## config.mk

```make
export PLATFORM = sky130hd
export DESIGN_NAME = regfile_wb_sink
export DESIGN_NICKNAME = d
export VERILOG_FILES = /design/src/rtl/regfile_wb_sink.sv
export SDC_FILE = /design/constraint.sdc
export NUM_CORES = 2
export LEC_CHECK = 0
export ABC_AREA = 1
export CELL_PAD_IN_SITES_DETAIL_PLACEMENT = 0
export CELL_PAD_IN_SITES_GLOBAL_PLACEMENT = 1
export CORE_ASPECT_RATIO = 1.1
export CORE_MARGIN = 2
export CORE_UTILIZATION = 40
export CTS_BUF_LIST = sky130_fd_sc_hd__clkbuf_4
export DETAILED_ROUTE_END_ITERATION = 10
export PLACE_DENSITY = 0.76
export REMOVE_ABC_BUFFERS = 1
export SLEW_MARGIN = 20
export SYNTH_ARGS = -nofsm -noshare
export SYNTH_HDL_FRONTEND = slang
export SYNTH_SLANG_ARGS = --single-unit
export TNS_END_PERCENT = 100
```

## constraint.sdc

```tcl
create_clock -name clock -period 56.5 [get_ports clock]
set_clock_uncertainty 0.05 [all_clocks]
set_input_delay 16.95 -clock clock [delete_from_list [all_inputs] [get_ports clock]]
set_output_delay 16.95 -clock clock [all_outputs]
set_load 0.01 [all_outputs]
```

## src/rtl/regfile_wb_sink.sv

```systemverilog
// Architectural register file (32 x 32) fed by writeback, two combinational read ports plus $rstatus.
// Define REGFILE_WRITE_BYPASS_EN to forward same-cycle writeback data to the read ports and data_rstatus.
module regfile_wb_sink #(
  parameter int DATA_W      = 32,
  parameter int NUM_REGS    = 32,
  parameter int RSTATUS_IDX = 30
) (
  input  logic              clock,
  input  logic              ctrl_reset,
  input  logic              ctrl_writeEnable,
  input  logic [4:0]        ctrl_writeReg,
  input  logic [DATA_W-1:0] data_writeReg,
  input  logic [4:0]        ctrl_readRegA,
  input  logic [4:0]        ctrl_readRegB,
  output logic [DATA_W-1:0] data_readRegA,
  output logic [DATA_W-1:0] data_readRegB,
  output logic [DATA_W-1:0] data_rstatus,
  output logic [15:0]       wr_count
);

  localparam logic [4:0] RSTATUS_SEL = 5'(RSTATUS_IDX);

  logic [DATA_W-1:0] regs_q [NUM_REGS];
  logic [15:0]       wr_count_q;
  logic [15:0]       wr_count_d;
  logic              wr_accept;

  // $r0 is never written; out-of-range indices are dropped as well.
  assign wr_accept = ctrl_writeEnable && !ctrl_reset && (ctrl_writeReg != 5'd0)
                     && (int'(ctrl_writeReg) < NUM_REGS);
  assign wr_count_d = wr_count_q + 16'd1;

  always_ff @(posedge clock or posedge ctrl_reset) begin
    if (ctrl_reset) begin
      for (int i = 0; i < NUM_REGS; i++) regs_q[i] <= '0;
      wr_count_q <= '0;
    end else if (wr_accept) begin
      regs_q[ctrl_writeReg] <= data_writeReg;
      wr_count_q            <= wr_count_d;
    end
  end

  logic [DATA_W-1:0] rd_a_d;
  logic [DATA_W-1:0] rd_b_d;
  logic [DATA_W-1:0] rd_s_d;

  always_comb begin
    rd_a_d = '0;
    rd_b_d = '0;
    rd_s_d = '0;
    if (!ctrl_reset) begin
      if (ctrl_readRegA != 5'd0 && int'(ctrl_readRegA) < NUM_REGS) rd_a_d = regs_q[ctrl_readRegA];
      if (ctrl_readRegB != 5'd0 && int'(ctrl_readRegB) < NUM_REGS) rd_b_d = regs_q[ctrl_readRegB];
      if (RSTATUS_SEL != 5'd0 && RSTATUS_IDX < NUM_REGS) rd_s_d = regs_q[RSTATUS_SEL];
`ifdef REGFILE_WRITE_BYPASS_EN
      // wr_accept already excludes index 0, so $r0 never picks up bypass data.
      if (wr_accept && ctrl_readRegA == ctrl_writeReg) rd_a_d = data_writeReg;
      if (wr_accept && ctrl_readRegB == ctrl_writeReg) rd_b_d = data_writeReg;
      if (wr_accept && RSTATUS_SEL == ctrl_writeReg)   rd_s_d = data_writeReg;
`endif
    end
  end

  assign data_readRegA = rd_a_d;
  assign data_readRegB = rd_b_d;
  assign data_rstatus  = rd_s_d;
  assign wr_count      = wr_count_q;

endmodule

```

==> impl_metrics.env <==
export IMPL_avgSynthCellArea_sq_um=6.70
export IMPL_grt_first_pass_wirelength_microns=354000
export IMPL_p_leak_nw=33.5
export IMPL_relSlewSlack_pct=18.0
export IMPL_syn_area_sq_um=60100
export IMPL_ant_nets=0
export IMPL_cts_htree_levels=5
export IMPL_cp_max_fo=87
export IMPL_synth_xor_area_share_pct=0.219
export IMPL_grtUsageTotal_pct=30.0
export IMPL_syn_inst=8971
export IMPL_synth_compound_area_share_pct=9.90
export IMPL_holdBufCountCts=0
export IMPL_rsz0062_at_grt="no"
export IMPL_status="finished clean"
export IMPL_tightestPinTransition_ns=1.23
export IMPL_core_area_sq_um=150000
export IMPL_clock_latency_ns=1.39
export IMPL_cts_clk_slew_worst_paths_ns=0.07
export IMPL_fin_crit_sh_pct=67.9
export IMPL_period_needed_ns=38.36
export IMPL_grt_overflow_total=0
export IMPL_clkSinkCount=1040
export IMPL_drtIter0Drc=6257
export IMPL_drcViolationCount=0
export IMPL_cts_tree="built"
export IMPL_final_common_cell="nand2_1"
export IMPL_grt_max_degree=184
export IMPL_setup_violations=0
export IMPL_port_buffers=161
export IMPL_total_power_mw=2.01
export IMPL_synth_top_family_by_area="simple AND/OR/NAND/NOR gates"
export IMPL_drt_total_wl_microns=233000
export IMPL_hold_viol=0
export IMPL_ys_seq_area_share_pct=43.3
export IMPL_regArea_sq_um=26000
export IMPL_cts_root_buf="clkbuf_4"
export IMPL_antenna_found_initial=4
export IMPL_drive_gt1_share_pct=7.02
export IMPL_syn_to_final_growth_pct=9.40
export IMPL_final_core_util_pct=44.0
export IMPL_ir_worst_vdd_uv=26.0
export IMPL_place_area_sq_um=62000
export IMPL_start_util_pct=40.2
export IMPL_dp_hpwl_microns=115000
export IMPL_dp_cells=10400
export IMPL_yosys_warnings=0
export IMPL_slew_viol_final=0
export IMPL_fmax_mhz=26.1
export IMPL_stdcell_area_sq_um=65700
export IMPL_fin_nets=8814
export IMPL_muxShareOfSynthArea_pct=0
export IMPL_n_fill_cell=15700
export IMPL_arrival_ns=21.36
export IMPL_pin_count=162
export IMPL_vias=59900
export IMPL_numCtsBuffers=315
export IMPL_post_cts_buffers=0
export IMPL_dieArea_sq_um=153000
export IMPL_cp_data_required_time_ns=39.50
export IMPL_wl_per_cell_microns=21.3
export IMPL_rows=149
export IMPL_die_width_microns=374
export IMPL_clk_path_buf_depth=4
export IMPL_crit_path_start_kind="input port"
export IMPL_multi_input_area_sq_um=27500
export IMPL_critical_path_class="in2out"
export IMPL_grt_pass1_vias=57400
export IMPL_via_per_inst=5.48
export IMPL_cap_viol_max_count=0
export IMPL_layout_cells_non_filler=10900
export IMPL_hp_class="reg2reg"
export IMPL_routabilityCongestion=0.810
export IMPL_dr_pass1_iters=9
export IMPL_ys_ff_latch=1040
export IMPL_synthAdderAreaFrac_pct=0.0208
export IMPL_ys_types=22
export IMPL_p_per_area_nw_per_um2=30.5
export IMPL_cp_end_kind="output pin"
export IMPL_synthSimpleGateAreaFrac_pct=35.3
export IMPL_die_y_microns=410
export IMPL_layout_common_cells="nand2_1, nand3_1, dfrtp_1"
export IMPL_final_setup_tns_ns=0
export IMPL_cts_resized_gates=0
sequential cells by signal (all words and copies together) (netlist names):
signal,count
wr_count,16
regs_q,1024
final cells by class:
type / instances / share of cell area [%]
Tap cell: 1963 / 3.74
Antenna cell: 14 / 0.0533
Clock inverter: 52 / 0.308
Sequential cell: 1040 / 39.6
Clock buffer: 451 / 5.15
Multi-Input combinational cell: 6159 / 41.8
Timing Repair Buffer: 239 / 3.54
Inverter: 1008 / 5.84
stage by stage:
stage / hold slack, ns / setup slack [ns]
2_1_floorplan: 0.325 / -2.55
3_3_place_gp: 0.337 / 18.23
3_5_place_dp: 0.341 / 18.26
4_1_cts: 0.356 / 18.24
5_1_grt: 0.364 / 18.07
6_report: 0.355 / 18.14
logic make-up after synthesis:
kind of cell | after synthesis
and+or+nand+nor | 5019
adders and majority gates | 1
DFF | 1040
xor gates and xnor gates | 15
AOI/OAI and AO/OA | 1124
buffers and inverters | 1772
worst paths after layout:
kind	endpoint	depth (start not counted)	slack, ns	start
setup / recovery	data_readRegB[17]	11	18.14	ctrl_readRegB[1]
hold / removal	regs_q[1013]	0	0.36	regs_q[1013]
setup reg to reg	wr_count[11]	6	54.83	wr_count[3]
hold reg to reg	regs_q[1013]	0	0.36	regs_q[1013]
max in group asynchronous	regs_q[826]	7	35.75	ctrl_reset
min in group asynchronous	regs_q[522]	2	15.98	ctrl_reset
Yosys cell counts, drive strengths merged:
cell type	n	share of area (%)
xor2	9	0.13
clkbuf	612	3.8
dfrtp	1040	43
or2	26	0.27
ha	1	0.021
inv	1008	6.3
nor3	13	0.14
nand3	1736	14
nor2	171	1.1
nand2	3069	19
o211ai	128	1.6
xnor2	6	0.087
o21ai	996	8.3
nand4	4	0.042
buf	152	1.1
critical path: stages:
cell and delay [ns]:
buf_8 0.28, inv_8 0.63, buf_4 0.94, buf_4 0.81
o211ai_1 0.19, nand3_1 0.12, nand3_1 0.10, nand2_1 0.12
nor2_1 0.05, nor2_1 0.38, clkdlybuf4s50_1 0.64
where the power goes:
| part | switching [mW] | total (mW) | internal (mW) |
|---|---|---|---|
| combinational | 0.269 | 0.405 | 0.136 |
| sequential | 0.0519 | 0.891 | 0.839 |
| clock | 0.350 | 0.711 | 0.361 |
| total | 0.670 | 2.01 | 1.34 |
layer usage:
| layer | track usage [%] | part of all wire [%] | routed length, microns |
|---|---|---|---|
| met1 | 39.5 | 43 | 100000 |
| met2 | 49.1 | 46 | 107000 |
| met3 | 5.18 | 7.5 | 17500 |
| met4 | 11.4 | 3.4 | 7990 |
| met5 | 0 | 0 | 0 |
Note: power is estimated with default switching activity, not from simulation.
